### src/rtl/ctrl_pkg.sv
// Shared opcode map, pipeline control bundle types and FSM states for the
// pipelined control unit (pipe_ctrl) and its ID-stage decoder (ctrl_decode).
package ctrl_pkg;

  localparam logic [3:0] OP_ADD    = 4'h0;
  localparam logic [3:0] OP_SUB    = 4'h1;
  localparam logic [3:0] OP_XOR    = 4'h2;
  localparam logic [3:0] OP_RED    = 4'h3;
  localparam logic [3:0] OP_SLL    = 4'h4;
  localparam logic [3:0] OP_SRA    = 4'h5;
  localparam logic [3:0] OP_ROR    = 4'h6;
  localparam logic [3:0] OP_PADDSB = 4'h7;
  localparam logic [3:0] OP_LW     = 4'h8;
  localparam logic [3:0] OP_SW     = 4'h9;
  localparam logic [3:0] OP_LHB    = 4'hA;
  localparam logic [3:0] OP_LLB    = 4'hB;
  localparam logic [3:0] OP_B      = 4'hC;
  localparam logic [3:0] OP_BR     = 4'hD;
  localparam logic [3:0] OP_PCS    = 4'hE;
  localparam logic [3:0] OP_HALT   = 4'hF;

  typedef struct packed {
    logic [1:0] reg_dst;
    logic       alu_src;
    logic [2:0] alu_op;
    logic [2:0] set_flags;
  } ex_ctrl_t;

  typedef struct packed {
    logic mem_read;
    logic mem_write;
    logic branch;
    logic branch_reg;
  } mem_ctrl_t;

  typedef struct packed {
    logic reg_write;
    logic mem_to_reg;
  } wb_ctrl_t;

  localparam ex_ctrl_t  EX_BUBBLE  = '0;
  localparam mem_ctrl_t MEM_BUBBLE = '0;
  localparam wb_ctrl_t  WB_BUBBLE  = '0;

  typedef enum logic [1:0] {
    ST_RUN,
    ST_DRAIN,
    ST_HALTED
  } state_t;

endpackage

### src/rtl/ctrl_decode.sv
// Purely combinational ID-stage decoder: 4-bit opcode to EX/MEM/WB control
// bundles plus the second-read-port select.
module ctrl_decode
  import ctrl_pkg::*;
(
  input  logic [3:0] opcode,
  output logic [8:0] ex_ctrl,
  output logic [3:0] mem_ctrl,
  output logic [1:0] wb_ctrl,
  output logic       regsrc2
);

  ex_ctrl_t  dec_ex;
  mem_ctrl_t dec_mem;
  wb_ctrl_t  dec_wb;

  always_comb begin
    dec_ex  = EX_BUBBLE;
    dec_mem = MEM_BUBBLE;
    dec_wb  = WB_BUBBLE;
    regsrc2 = 1'b0;
    dec_ex.alu_op = opcode[3] ? 3'b000 : opcode[2:0];
    case (opcode)
      OP_ADD, OP_SUB: begin
        dec_ex.reg_dst   = 2'b01;
        dec_ex.set_flags = 3'b111;
        dec_wb.reg_write = 1'b1;
      end
      OP_XOR: begin
        dec_ex.reg_dst   = 2'b01;
        dec_ex.set_flags = 3'b100;
        dec_wb.reg_write = 1'b1;
      end
      OP_SLL, OP_SRA, OP_ROR: begin
        dec_ex.reg_dst   = 2'b01;
        dec_ex.alu_src   = 1'b1;
        dec_ex.set_flags = 3'b100;
        dec_wb.reg_write = 1'b1;
      end
      OP_RED, OP_PADDSB: begin
        dec_ex.reg_dst   = 2'b01;
        dec_wb.reg_write = 1'b1;
      end
      OP_LW: begin
        dec_ex.reg_dst    = 2'b01;
        dec_ex.alu_src    = 1'b1;
        dec_mem.mem_read  = 1'b1;
        dec_wb.reg_write  = 1'b1;
        dec_wb.mem_to_reg = 1'b1;
      end
      OP_SW: begin
        dec_ex.alu_src    = 1'b1;
        dec_mem.mem_write = 1'b1;
        regsrc2           = 1'b1;
      end
      OP_LHB: begin
        dec_ex.reg_dst   = 2'b11;
        dec_ex.alu_src   = 1'b1;
        dec_wb.reg_write = 1'b1;
        regsrc2          = 1'b1;
      end
      OP_LLB: begin
        dec_ex.reg_dst   = 2'b10;
        dec_ex.alu_src   = 1'b1;
        dec_wb.reg_write = 1'b1;
        regsrc2          = 1'b1;
      end
      OP_B: dec_mem.branch = 1'b1;
      OP_BR: begin
        dec_mem.branch     = 1'b1;
        dec_mem.branch_reg = 1'b1;
      end
      OP_PCS: begin
        dec_ex.reg_dst   = 2'b00;
        dec_wb.reg_write = 1'b1;
      end
      default: ;
    endcase
  end

  assign ex_ctrl  = dec_ex;
  assign mem_ctrl = dec_mem;
  assign wb_ctrl  = dec_wb;

endmodule

### src/rtl/pipe_ctrl.sv
// Pipelined control unit: ID decode, ID/EX-EX/MEM-MEM/WB control registers,
// hazard stall, branch flush and HALT drain FSM. PIPE_CTRL_FWD_EN = datapath forwards.
module pipe_ctrl
  import ctrl_pkg::*;
#(
  parameter int REG_AW = 4,
  parameter int DRAIN  = 3
) (
  input  logic              clk,
  input  logic              rst_n,
  input  logic              id_valid,
  input  logic [3:0]        id_opcode,
  input  logic [REG_AW-1:0] id_rs,
  input  logic [REG_AW-1:0] id_rt,
  input  logic [REG_AW-1:0] id_rd,
  input  logic              ex_branch_taken,
  output logic              id_regsrc2,
  output logic              stall,
  output logic              flush,
  output logic [8:0]        ex_ctrl,
  output logic [3:0]        mem_ctrl,
  output logic [1:0]        wb_ctrl,
  output logic [REG_AW-1:0] wb_rd,
  output logic              halted
);

  localparam logic [3:0] DRAIN_LOAD = 4'(DRAIN - 1);

  ex_ctrl_t  dec_ex;
  mem_ctrl_t dec_mem;
  wb_ctrl_t  dec_wb;

  ex_ctrl_t          idex_ex_q, idex_ex_d;
  mem_ctrl_t         idex_mem_q, idex_mem_d;
  wb_ctrl_t          idex_wb_q, idex_wb_d;
  logic [REG_AW-1:0] idex_rd_q, idex_rd_d;
  mem_ctrl_t         exmem_mem_q, exmem_mem_d;
  wb_ctrl_t          exmem_wb_q, exmem_wb_d;
  logic [REG_AW-1:0] exmem_rd_q, exmem_rd_d;
  wb_ctrl_t          memwb_wb_q, memwb_wb_d;
  logic [REG_AW-1:0] memwb_rd_q, memwb_rd_d;
  state_t            state_q, state_d;
  logic [3:0]        cnt_q, cnt_d;

  logic ex_match;
  logic hazard;
  logic insert_bubble;

  ctrl_decode u_decode (
    .opcode   (id_opcode),
    .ex_ctrl  (dec_ex),
    .mem_ctrl (dec_mem),
    .wb_ctrl  (dec_wb),
    .regsrc2  (id_regsrc2)
  );

  assign ex_match = idex_wb_q.reg_write && (idex_rd_q != '0) &&
                    ((idex_rd_q == id_rs) || (idex_rd_q == id_rt));

`ifdef PIPE_CTRL_FWD_EN
  // Forwarding covers everything except a load whose data is not ready until MEM.
  assign hazard = ex_match && idex_mem_q.mem_read;
`else
  logic mem_match;
  assign mem_match = exmem_wb_q.reg_write && (exmem_rd_q != '0) &&
                     ((exmem_rd_q == id_rs) || (exmem_rd_q == id_rt));
  assign hazard = ex_match || mem_match;
`endif

  always_comb begin
    flush         = 1'b0;
    stall         = 1'b0;
    insert_bubble = 1'b1;
    state_d       = state_q;
    cnt_d         = cnt_q;
    case (state_q)
      ST_RUN: begin
        flush = ex_branch_taken;
        stall = hazard && !ex_branch_taken;
        if (id_valid && !stall && !flush) begin
          if (id_opcode == OP_HALT) begin
            state_d = ST_DRAIN;
            cnt_d   = DRAIN_LOAD;
          end else begin
            insert_bubble = 1'b0;
          end
        end
      end
      ST_DRAIN: begin
        stall = 1'b1;
        if (cnt_q == 4'd0) state_d = ST_HALTED;
        else               cnt_d   = cnt_q - 4'd1;
      end
      ST_HALTED: stall = 1'b1;
      default:   state_d = ST_RUN;
    endcase
  end

  always_comb begin
    idex_ex_d   = insert_bubble ? EX_BUBBLE  : dec_ex;
    idex_mem_d  = insert_bubble ? MEM_BUBBLE : dec_mem;
    idex_wb_d   = insert_bubble ? WB_BUBBLE  : dec_wb;
    idex_rd_d   = insert_bubble ? '0         : id_rd;
    exmem_mem_d = idex_mem_q;
    exmem_wb_d  = idex_wb_q;
    exmem_rd_d  = idex_rd_q;
    memwb_wb_d  = exmem_wb_q;
    memwb_rd_d  = exmem_rd_q;
  end

  always_ff @(posedge clk or negedge rst_n) begin
    if (!rst_n) begin
      idex_ex_q   <= EX_BUBBLE;
      idex_mem_q  <= MEM_BUBBLE;
      idex_wb_q   <= WB_BUBBLE;
      idex_rd_q   <= '0;
      exmem_mem_q <= MEM_BUBBLE;
      exmem_wb_q  <= WB_BUBBLE;
      exmem_rd_q  <= '0;
      memwb_wb_q  <= WB_BUBBLE;
      memwb_rd_q  <= '0;
      state_q     <= ST_RUN;
      cnt_q       <= 4'd0;
    end else begin
      idex_ex_q   <= idex_ex_d;
      idex_mem_q  <= idex_mem_d;
      idex_wb_q   <= idex_wb_d;
      idex_rd_q   <= idex_rd_d;
      exmem_mem_q <= exmem_mem_d;
      exmem_wb_q  <= exmem_wb_d;
      exmem_rd_q  <= exmem_rd_d;
      memwb_wb_q  <= memwb_wb_d;
      memwb_rd_q  <= memwb_rd_d;
      state_q     <= state_d;
      cnt_q       <= cnt_d;
    end
  end

  assign ex_ctrl  = idex_ex_q;
  assign mem_ctrl = exmem_mem_q;
  assign wb_ctrl  = memwb_wb_q;
  assign wb_rd    = memwb_rd_q;
  assign halted   = (state_q == ST_HALTED);

endmodule

### config.mk
export PLATFORM = sky130hd
export DESIGN_NAME = pipe_ctrl
export DESIGN_NICKNAME = d
export VERILOG_FILES = /design/src/rtl/ctrl_pkg.sv /design/src/rtl/ctrl_decode.sv /design/src/rtl/pipe_ctrl.sv
export SDC_FILE = /design/constraint.sdc
export NUM_CORES = 1
export LEC_CHECK = 0
export BUFFER_PORTS_ARGS = -buffer_cell sky130_fd_sc_hd__buf_4
export CORE_ASPECT_RATIO = 1.25
export CORE_UTILIZATION = 46
export DETAILED_ROUTE_END_ITERATION = 12
export PLACE_DENSITY_LB_ADDON = 0.05
export SYNTH_ARGS = -nofsm -noshare
export SYNTH_HDL_FRONTEND = slang
export SYNTH_SLANG_ARGS = --single-unit
### constraint.sdc
create_clock -name clk -period 2 [get_ports clk]
set_clock_uncertainty 0.05 [all_clocks]
set_input_delay 0.4 -clock clk [delete_from_list [all_inputs] [get_ports clk]]
set_output_delay 0.4 -clock clk [all_outputs]
set_load 0.02 [all_outputs]
* After elaboration in Yosys (flattened, before gate mapping) *
Index checks and enable logic that the tools add are counted.
Widths: inputs -> output; s select.

storage, ports and cells
  logic and storage cells = 105
  output and inout port bits = 23
  memories kept = 0
  latch bits = 0
  input bits = 20
  bits in registers = 41
  memory bits (writable) = 0
  bits in read-only memories = 0

operators by class
  muxes and demuxes = 27
  shifts and indexed selects = 0
  div/mod/pow operators = 0
  equal/unequal tests = 25
  $mul = 0
  order comparisons = 0
  bitwise logic cells = 1
  reductions and logical operators = 28
  add/sub/neg operators = 1

operators by type and width
  cell                 number
  $eq 4x4->1 const B   8
  $mux 4               5
  $eq 4x3->1 const B   4
  $eq 4x4->1           4
  $pmux 2 s3           2
  $reduce_or 12->1     1
  $mux 1               11
  $mux 9               1
  $reduce_or 9->1      1
  $eq 4x2->1 const B   2
  $logic_not 4->1      2
  $mux 2               4
  $ne 2x2->1 const B   4
  $pmux 4 s2           1
  $reduce_and 4->1     2
  $reduce_bool 4->1    2
  $logic_and 1x1->1    7
  $reduce_or 7->1      1
  $pmux 3 s2           1
  $reduce_or 2->1      3
  $eq 4x1->1 const B   1
  $reduce_or 4->1      1
  $sub 4x1->4 const B  1
  $logic_or 1x1->1     3
  other kinds (9)      10

* Logic depth before layout (Yosys ltp) *
Gate-level depths: netlist (run 1).

  word-level depth = 11
  gate-level depth with buffers = 8
  depth with buffers taken out = 8

* Cells and area by module *
Synthesis (run 1) repeated with hierarchy kept, for this count alone.

unflattened totals
  cells, all modules = 158
  area total of the unflattened synthesis = 1839.3 um^2

modules (own cells, without submodules)
  module       area an instance (um^2)  instances  cells each
  pipe_ctrl    1712.9                   1          138
  ctrl_decode  126.4                    1          20

* Worst setup path before layout (run 1) *
Ideal clock, no wire load.

  path type = register to output
  from = register exmem_rd_q[1]
  to = output stall
  required time = 1.550 ns
  buffers on the path = 0
  arrival = 1.722 ns
  setup slack = -0.172 ns
  stages on the path, launching flop included = 7
  cells stage by stage = dfrtp_1 xor2_1 o41ai_1 a31oi_4 nor3_1 nor2_1 nor2_1

between the ends
  longest elaborated chain between the ends = 6
  elaborated cells between the ends (all ways) = 9

ends and longest elaborated chain
  element                                                line                              RTL
  from (decl)                                            pipe_ctrl.sv:39                   logic [REG_AW-1:0] exmem_rd_q, exmem_rd_d;
  from (signal assigned)                                 pipe_ctrl.sv:131                  exmem_rd_q <= exmem_rd_d;
  $eq 4x4->1 or $reduce_bool 4->1 (tied branches)        pipe_ctrl.sv:66, pipe_ctrl.sv:65
  $logic_or 1x1->1 or $logic_and 1x1->1 (tied branches)  pipe_ctrl.sv:66, pipe_ctrl.sv:65
  $logic_and 1x1->1 (*)                                  pipe_ctrl.sv:65                   assign mem_match = exmem_wb_q.reg_write && (exmem_rd_q != '0) &&
  $logic_or 1x1->1 (*)                                   pipe_ctrl.sv:67                   assign hazard = ex_match || mem_match;
  $logic_and 1x1->1 (*)                                  pipe_ctrl.sv:79                   stall = hazard && !ex_branch_taken;
  $pmux 1 s2 (*)                                         pipe_ctrl.sv:76                   case (state_q)
  to (decl)                                              pipe_ctrl.sv:18                   output logic stall,

Mark *: on every way between the ends. The rest lies on a longest branch, timed or not.

* Worst setup path after layout (run 1) *
  from = register exmem_rd_q[3]
  to = output stall

The elaborated chain is that of the path after synthesis.

==> results.py, run 1 <==
metrics = {
    "global_route": {
        "grt_max_degree": 39,
        "grt_pass1_vias": 1229,
        "antenna_found_initial": 0,
        "grt_pass1_wl_um": 5580,
        "globalRouteTotalUtil_pct": 20.0,
        "gr-total-overflow": 0,
    },
    "clock_tree": {
        "tritoncts": "built",
        "ctsHoldBuffers": 0,
        "cts.sinks": 38,
        "clk_pin_slew_ns": 0.08,
        "insertion_delay_ns": 0.29,
        "root_buffer": "clkbuf_8",
        "cts_buffers": 5,
        "cts-htree-levels": 2,
        "clk_path_buf_depth": 2,
    },
    "critical_path": {
        "rr_worst_depth": 8,
        "startpoint_type": "flop",
        "crit_buf_inv": 1,
        "cp.depth": 7,
        "startpoint": "exmem_rd_q[3]",
        "slowest_stage": "o41ai_2",
        "timing.rr.start": "exmem_rd_q[3]",
        "r2r_slack_ns": -0.32,
        "critPathTopFamily": "compound AO/OA/AOI/OAI gates",
        "endpoint_kind": "output pin",
        "arrival_ns": 1.95,
        "path_cells": "xor2_1 > o41ai_2 > a31oi_4 > nor3_2 > nor2_1 > nor2_2 > buf_6",
        "crit_required_ns": 1.55,
        "timing.rr.end": "cnt_q[3]",
        "crit_type": "flop to output pin",
        "crit_fanout": 3,
        "cp_slowest_stage_delay_ns": 0.44,
        "critPathCapture": "stall",
    },
    "cells_and_area": {
        "drive_gt1_share_pct": 44.6,
        "diodes": 0,
        "area_delta_synth_final_pct": 46.2,
        "fin_nets": 229,
    },
    "floorplanning": {
        "num_rows": 23,
        "die_w_um": 55.5,
        "ios": 43,
        "core_um2": 3310,
        "initial_core_util_pct": 49.7,
        "die_h_um": 68.9,
        "dieArea_um2": 3820,
    },
    "pwr": {
        "power.total_mw": 2.30,
        "p_leak_nw": 1.15,
        "powerDensity_nw_per_um2": 956,
        "peakVddDrop_mv": 0.784,
    },
    "sta": {
        "setup_ws_ns": -0.399,
        "min_period_over_period_pct": 120,
        "slew_headroom_pct": 68.5,
        "drv_slew": 0,
        "finalSetupViolCount": 22,
        "tightestPinTransition_ns": 0.473,
        "rsz0062_at_grt": "true",
        "layout_min_cycle_time_ns": 2.40,
        "finalSetupTns_ns": -2.47,
        "max_freq_ghz": 0.417,
        "final_hold_viol_count": 0,
    },
    "synth": {
        "ys_ff_latch": 38,
        "postSynthCellCount": 143,
        "netlist_top_cells_area": "dfrtp_1 58%, xnor2_1 6.4%, ha_1 4.6%",
        "yosysTopAreaCell": "dfrtp_1",
        "synth_warnings": 0,
        "synth_area_per_cell_um2": 11.5,
        "synth_area_um2": 1650,
        "synth.top_cell.area_share_pct": 57.8,
        "syn_nets": 169,
        "ys_types": 29,
        "ys_seq_area_share_pct": 57.8,
    },
    "routing": {
        "antenna_left": 0,
        "drcViolationCount": 0,
        "vias": 1233,
        "dr.pass1.iters": 4,
        "drt_iter0_drc": 24,
        "routed_wl_um": 3570,
        "wl_per_cell_um": 14.8,
        "via_per_inst": 5.12,
    },
    "placed_design": {
        "dp_hpwl_um": 2510,
        "io_buffers": 42,
        "pre_cts_ws_ns": -0.170,
        "place.gp.congestion": 0.748,
    },
    "status": {
        "failed_checks": "negative setup slack",
        "status": "finished, violations left",
    },
    "hold_path": {
        "hold_path.class": "primary input to asynchronous set/reset pin",
    },
    "run": {
        "maxCapViolations": 0,
    },
}
[area by class of cell]
type | instances | area (um^2)
Inverter | 7 | 26.3
Sequential cell | 38 | 951
Multi-Input combinational cell | 92 | 778
Tap cell | 37 | 46.3
Clock inverter | 3 | 68.8
Clock buffer | 5 | 68.8
Timing Repair Buffer | 59 | 465
Fill cell | 232 | 905
[cells by family (layout without fill, tap and decap cells)]
logic type | count (synthesis) | after routing | share of synthesized area, %
simple gates | 51 | 51 | 17.0
mux | 1 | 1 | 0.684
flops | 38 | 38 | 57.8
xor+xnor | 16 | 16 | 8.52
compound gates | 18 | 18 | 7.91
fa+ha+maj | 6 | 6 | 4.56
buf+inv | 13 | 74 | 3.50
[where the power goes]
part	switching [mW]	total (mW)	internal, mW	leakage, nW
Clock	0.281	0.781	0.500	0.0683
Sequential	0.0579	0.904	0.846	0.512
Combinational	0.343	0.615	0.273	0.572
Total	0.682	2.30	1.62	1.15
[layout by cell type, fill, tap and decap left out, drive strengths merged]
cell	n
buf	59
dfrtp	38
xnor2	12
nand2	8
nor2	8
a21oi	8
inv	7
nor3	6
ha	6
o21ai	6
and2	5
clkbuf	5
xor2	4
nor4	4
nand3	4
nand4	3
nor2b	3
a31oi	2
nand3b	2
nor3b	2
bufinv	2
o41ai	2
and3	2
or4	1
nand2b	1
mux2	1
or3	1
or4b	1
clkinv	1
[layer usage]
metal	global-route usage, %	vias up	part of all wire [%]
met4	9.69	0	1.9
met2	38.6	31	55
met5	0	-	0
li1	-	601	-
met1	20.3	593	40
met3	5.41	8	3.4
[registers in the layout (all words and copies together), names as in the netlist]
signal,count
ex_ctrl,8
cnt_q,4
exmem_mem_d,4
exmem_rd_d,4
exmem_rd_q,4
mem_ctrl,4
wb_rd,4
state_q,2
wb_ctrl,2
exmem_wb_d,1
exmem_wb_q,1
[how the worst min path moves through the flow]
stage | startpoint | end | slack, ns
after CTS | rst_n | wb_rd[0] | 0.03
after detailed placement | exmem_mem_d[1] | mem_ctrl[1] | 0.29
after floorplan | rst_n | cnt_q[0] | 0.05
after global routing | rst_n | exmem_wb_q[1] | 0.04
after global placement | exmem_mem_d[1] | mem_ctrl[1] | 0.29
final | rst_n | exmem_rd_q[0] | 0.009
[synth_stat cells, drive strengths merged]
cell type  count
or3            1
inv            7
and2           5
o41ai          2
ha             6
or4b           1
xnor2         12
nor3b          2
mux2           1
nor4           4
clkbuf         3
nand4          3
xor2           4
a31oi          2
nand2          8
nand3b         2
and3           2
nand2b         1
dfrtp         38
nor3           6
nor2           8
a21oi          8
or4            1
nor2b          3
buf            3
nand3          4
o21ai          6
[through the flow]
stage               cells  hold slack [ns]  util [%]  instance area (um^2)
global route          241           0.0442      72.7                  2400
floorplan             143           0.0544         -                  1660
finish                241          0.00872      72.7                  2400
CTS                   241           0.0287      71.1                  2350
global placement      231            0.287      63.6                  2100
detailed placement    231            0.286      63.6                  2100
[repair_timing]
| action | in CTS | in global routing |
|---|---|---|
| endpoints found under the setup margin | 16 | 23 |
| buffers inserted | 2 | 0 |
| gates resized for setup | 19 | 13 |
| pin swaps | 3 | 2 |
| gates cloned | 0 | 0 |
No activity file was read; power rests on OpenSTA's default activity.
==> inputs of run 2 (changes only) <==
- BUFFER_PORTS_ARGS: -buffer_cell sky130_fd_sc_hd__buf_4 -> not set
- CAP_MARGIN: not set -> 20
- CORE_UTILIZATION: 46 -> 55
- DONT_BUFFER_PORTS: not set -> 1
==> results.py, run 2 (synthesis results as in run 1) <==
metrics = {
    "cells_and_area": {
        "seq_area_um2": 951,
        "final_util_pct": 69.8,
        "multi_input_area_um2": 719,
        "drive_gt1_share_pct": 22.9,
        "area_delta_synth_final_pct": 17.1,
        "layout_commonest_cell": "dfrtp_1",
        "final_cell_mix": "38 x dfrtp_1, 12 x xnor2_1, 8 x a21oi_1, 8 x nand2_1",
        "fill_cells": 208,
        "largest_reg_flops": 8,
        "fin_area_um2": 1930,
        "diodes": 0,
        "fin_nets": 182,
        "final_cells": 191,
    },
    "sta": {
        "tightestPinTransition_ns": 0.442,
        "drv_slew": 0,
        "layout_min_cycle_time_ns": 2.37,
        "finalSetupViolCount": 6,
        "final_hold_viol_count": 0,
        "max_freq_ghz": 0.422,
        "min_period_over_period_pct": 118,
        "hold_ws_ns": 0.0579,
        "setup_ws_ns": -0.369,
        "finalSetupTns_ns": -0.800,
        "rsz0062_at_grt": "true",
        "slew_headroom_pct": 70.7,
    },
    "pwr": {
        "comb_power_share_pct": 24.1,
        "netSwitchingFraction_pct": 31.1,
        "p_sw_uw": 583,
        "p_int_mw": 1.29,
        "p_leak_nw": 0.881,
        "pwr-share-seq_pct": 49.7,
        "powerDensity_nw_per_um2": 972,
        "peakVddDrop_mv": 0.970,
        "power_frac_clock_pct": 26.2,
    },
    "routing": {
        "vias": 1083,
        "drt_iter0_drc": 14,
        "via_per_inst": 5.67,
        "antenna_left": 0,
        "wl_per_cell_um": 15.2,
        "routed_wl_um": 2910,
        "drcViolationCount": 0,
        "dr.pass1.iters": 4,
    },
    "global_route": {
        "antenna_found_initial": 0,
        "grt_pass1_vias": 1130,
        "globalRouteTotalUtil_pct": 21.6,
        "grt_max_degree": 39,
        "gr-total-overflow": 0,
        "grt_pass1_wl_um": 5000,
    },
    "clock_tree": {
        "cts.sinks": 38,
        "root_buffer": "clkbuf_4",
        "tritoncts": "built",
        "cts-htree-levels": 2,
        "insertion_delay_ns": 0.34,
        "cts_buffers": 5,
        "clk_path_buf_depth": 2,
        "clk_pin_slew_ns": 0.11,
    },
    "floorplanning": {
        "num_rows": 21,
        "ios": 43,
        "die_h_um": 63.2,
        "core_um2": 2760,
        "dieArea_um2": 3220,
        "initial_core_util_pct": 59.6,
        "die_w_um": 50.9,
    },
    "status": {
        "failed_checks": "negative setup slack",
        "status": "finished, violations left",
    },
    "placed_design": {
        "dpl_cell_area_um2": 1720,
        "dp_hpwl_um": 2090,
        "place.gp.congestion": 0.797,
        "io_buffers": 0,
        "dp_cells": 178,
    },
    "run": {
        "maxCapViolations": 0,
    },
    "critical_path": {
        "crit_fanout": 2,
        "endpoint_kind": "output pin",
        "startpoint_type": "flop",
        "crit_required_ns": 1.55,
        "arrival_ns": 1.92,
        "crit_type": "flop to output pin",
    },
    "hold_path": {
        "hold_path.class": "primary input to flop",
    },
}
==> run 2: changes by cell type in the layout (fill, tap and decap cells not counted), sizes merged <==
| cell | previous run | this run |
|---|---|---|
| dlygate4sd3 | 0 | 1 |
| clkinv | 1 | 2 |
| bufinv | 2 | 1 |
| buf | 59 | 11 |
==> run 2: routing by layer <==
metal  share of wire, %  global-route usage, %
met1                 37                   24.0
met2                 57                   37.8
met3                5.2                   7.73
met4                1.0                   6.25
met5                  0                      0
==> run 2: what timing repair did <==
action | CTS | global route
endpoints found under the setup margin | 3 | 22
hold endpoints to repair | 38 | 0
resized for setup | 3 | 13
cloned | 0 | 1
hold buffers | 2 | 0
setup buffers | 1 | 1
pin swaps | 3 | 3
==> run 2: final timing paths <==
kind | startpoint | endpoint | slack (ns) | cells after the start
min reg2reg | exmem_mem_d[2] | mem_ctrl[2] | 0.30 | 0
max | exmem_rd_q[3] | stall | -0.37 | 6
max in group asynchronous | rst_n | state_q[1] | 1.26 | 2
min | id_opcode[1] | exmem_mem_d[1] | 0.06 | 1
min in group asynchronous | rst_n | exmem_rd_q[1] | 0.46 | 2
max reg2reg | exmem_rd_q[3] | cnt_q[3] | -0.20 | 7
==> run 2: per-stage QoR <==
step	power, mW	setup slack [ns]
after floorplan	1.24	0.0228
after global placement	1.31	-0.0769
after detailed placement	1.33	-0.104
after CTS	1.85	-0.434
after global routing	2.00	-0.494
final	1.87	-0.369
==> run 2: power groups by stage <==
stage          Clock (mW)  Sequential [mW]  Combinational (mW)
2_1_floorplan           0            0.930               0.310
3_3_place_gp            0            0.945               0.362
3_5_place_dp            0            0.948               0.380
4_1_cts             0.509            0.934               0.412
5_1_grt             0.540            0.945               0.517
6_report            0.491            0.931               0.451
==> run 2: critical path, stage by stage, from the launching register on <==
cell and delay (ns):
dfrtp_1 0.40, xor2_1 0.17, o41ai_2 0.46, a31oi_4 0.16, nor3_2 0.12, nor2_1 0.06, nor2_2 0.21
==> run 2: final cells by class <==
cell class | instances | area share (%)
timing repair buffer | 12 | 5.71
sequential | 38 | 49.4
clock inverter | 3 | 2.08
clock buffer | 5 | 1.95
multi-input combinational | 92 | 37.3
tap | 34 | 2.21
inverter | 7 | 1.36
==> inputs of run 3 (changes only) <==
- BUFFER_PORTS_ARGS: not set -> -buffer_cell sky130_fd_sc_hd__buf_4
- CORE_UTILIZATION: 55 -> 48
- DONT_BUFFER_PORTS: 1 -> not set
- SYNTH_HIERARCHICAL: not set -> 1
- clock period: 2 -> 2.1 ns (I/O delays scaled with it)
==> results.py, run 3 <==
metrics = {
    "status": {
        "status": "finished, violations left",
        "failed_checks": "design-rule violations, negative setup slack",
    },
    "global_route": {
        "globalRouteTotalUtil_pct": 20.3,
        "grt_pass1_vias": 1425,
        "antenna_found_initial": 0,
        "grt_pass1_wl_um": 6240,
        "grt_max_degree": 42,
        "gr-total-overflow": 0,
    },
    "cells_and_area": {
        "final_cell_mix": "51 x buf_4, 37 x dfrtp_1, 21 x and2_1",
        "fin_area_um2": 2400,
        "fill_cells": 291,
        "largest_reg_flops": 9,
        "diodes": 0,
        "drive_gt1_share_pct": 35.0,
        "area_delta_synth_final_pct": 30.5,
        "fin_nets": 239,
        "layout_commonest_cell": "buf_4",
    },
    "floorplanning": {
        "die_w_um": 57.4,
        "dieArea_um2": 4080,
        "die_h_um": 71.2,
        "initial_core_util_pct": 51.5,
        "core_um2": 3570,
        "ios": 43,
        "num_rows": 24,
    },
    "routing": {
        "drt_iter0_drc": 49,
        "drcViolationCount": 5,
        "via_per_inst": 5.22,
        "antenna_left": 0,
        "vias": 1320,
        "dr.pass1.iters": 8,
        "wl_per_cell_um": 14.6,
        "routed_wl_um": 3690,
    },
    "clock_tree": {
        "ctsHoldBuffers": 0,
        "root_buffer": "clkbuf_8",
        "clk_pin_slew_ns": 0.07,
        "tritoncts": "built",
        "insertion_delay_ns": 0.28,
        "clk_path_buf_depth": 2,
        "cts_buffers": 5,
        "cts-htree-levels": 2,
        "cts.sinks": 41,
    },
    "pwr": {
        "peakVddDrop_mv": 0.539,
        "p_leak_nw": 1.19,
        "power.total_mw": 2.14,
        "powerDensity_nw_per_um2": 891,
    },
    "synth": {
        "synth_commonest_cells": "41 x dfrtp_1, 21 x and2_1, 16 x xnor2_1, 9 x inv_1, 9 x nor2_1",
        "synth_warnings": 6,
        "netlist_top_cells_area": "dfrtp_1 56%, xnor2_1 7.6%, and2_1 7.1%",
        "synth_edf_count": 0,
        "syn_nets": 184,
        "synth_area_per_cell_um2": 11.6,
        "synthFlopType": "dfrtp_1",
        "ys_seq_area_share_pct": 55.8,
        "synthArstFlopShare_pct": 100,
        "ys_types": 36,
        "yosysMostFrequentCell": "dfrtp_1",
        "ys_ff_latch": 41,
        "synth_area_um2": 1840,
        "yosysTopAreaCell": "dfrtp_1",
        "synth.top_cell.area_share_pct": 55.8,
        "postSynthCellCount": 158,
    },
    "critical_path": {
        "endpoint_kind": "output pin",
        "arrival_ns": 1.85,
        "crit_fanout": 4,
        "crit_required_ns": 1.63,
        "crit_type": "flop to output pin",
        "startpoint_type": "flop",
    },
    "sta": {
        "max_freq_ghz": 0.432,
        "layout_min_cycle_time_ns": 2.32,
        "finalSetupViolCount": 5,
        "drv_slew": 0,
        "tightestPinTransition_ns": 0.508,
        "hold_ws_ns": 0.0484,
        "setup_ws_ns": -0.217,
        "slew_headroom_pct": 66.1,
        "min_period_over_period_pct": 110,
        "final_hold_viol_count": 0,
        "rsz0062_at_grt": "true",
    },
    "placed_design": {
        "place.gp.congestion": 0.833,
        "io_buffers": 42,
        "dpl_cell_area_um2": 2220,
        "pre_cts_ws_ns": -0.0287,
        "dp_hpwl_um": 2610,
    },
    "run": {
        "maxCapViolations": 0,
    },
    "hold_path": {
        "hold_path.class": "primary input to asynchronous set/reset pin",
    },
}
==> run 3: final cells by class <==
class / instances / area, um^2 / share of cell area (%)
inverters: 9 / 33.8 / 1.41
repair buffers: 52 / 394 / 16.4
clock inverters: 1 / 7.51 / 0.313
multi-input cells: 104 / 810 / 33.7
clock buffers: 7 / 76.3 / 3.18
well taps: 39 / 48.8 / 2.03
flip-flops and latches: 41 / 1030 / 42.9
==> run 3: cell families (layout without fill, tap and decap cells) <==
family                   Yosys count  after routing  synth area share [%]
buffers and inverters             13             69                  3.20
XOR/XNOR                          16             16                  7.62
AO/OA/AOI/OAI                     25             25                  10.7
AND/OR/NAND/NOR                   55             55                  17.5
flip-flops                        41             41                  55.8
adder cells (fa/ha/maj)            6              6                  4.08
multiplexers                       2              2                  1.09
==> run 3: path summary, 6_finish.rpt <==
check,from,cells after the start,endpoint,slack [ns]
min in group clk,id_rd[1],2,exmem_rd_d[1],0.29
min,rst_n,1,wb_rd[1],0.05
min reg2reg,exmem_mem_d[2],0,mem_ctrl[2],0.30
max,exmem_rd_d[2],7,stall,-0.22
max in group asynchronous,rst_n,1,exmem_rd_d[3],1.57
max reg2reg,exmem_rd_d[3],8,cnt_q[0],-0.09
==> run 3: per-layer routing <==
metal  track usage (%)  part of all wire [%]  vias up
met4              8.40                   2.2        0
met1              23.8                    39      641
met3              5.05                   4.4        9
met5                 0                     0        -
met2              35.3                    54       34
li1                  -                     -      636
==> run 3: critical path: stages, from the launching register on <==
cell and delay, ns:
dfrtp_2 0.48, xnor2_2 0.14, nand4_1 0.15, a21oi_2 0.23
nor2_2 0.07, o31a_1 0.25, nor2_1 0.10, buf_4 0.15
==> run 3: what timing repair did <==
item                                    in CTS  in global routing
pin swaps                                    7                  6
setup buffers                                2                  2
gates cloned                                 0                  0
endpoints found under the setup margin       1                  5
resized for setup                            7                  7
==> run 3: power breakdown <==
group          internal [mW]  leakage [nW]  switching, mW  total (mW)
Combinational          0.327         0.603          0.356       0.682
Clock                  0.235        0.0385          0.252       0.487
Sequential             0.881         0.550         0.0876       0.969
==> run 3: stage by stage <==
stage,instances,TNS [ns],util [%]
6_report,253,-0.343,67.2
5_1_grt,253,-0.931,67.2
4_1_cts,251,-0.220,65.5
3_5_place_dp,241,-0.0287,62.2
3_3_place_gp,241,0,62.2
2_1_floorplan,158,0,-
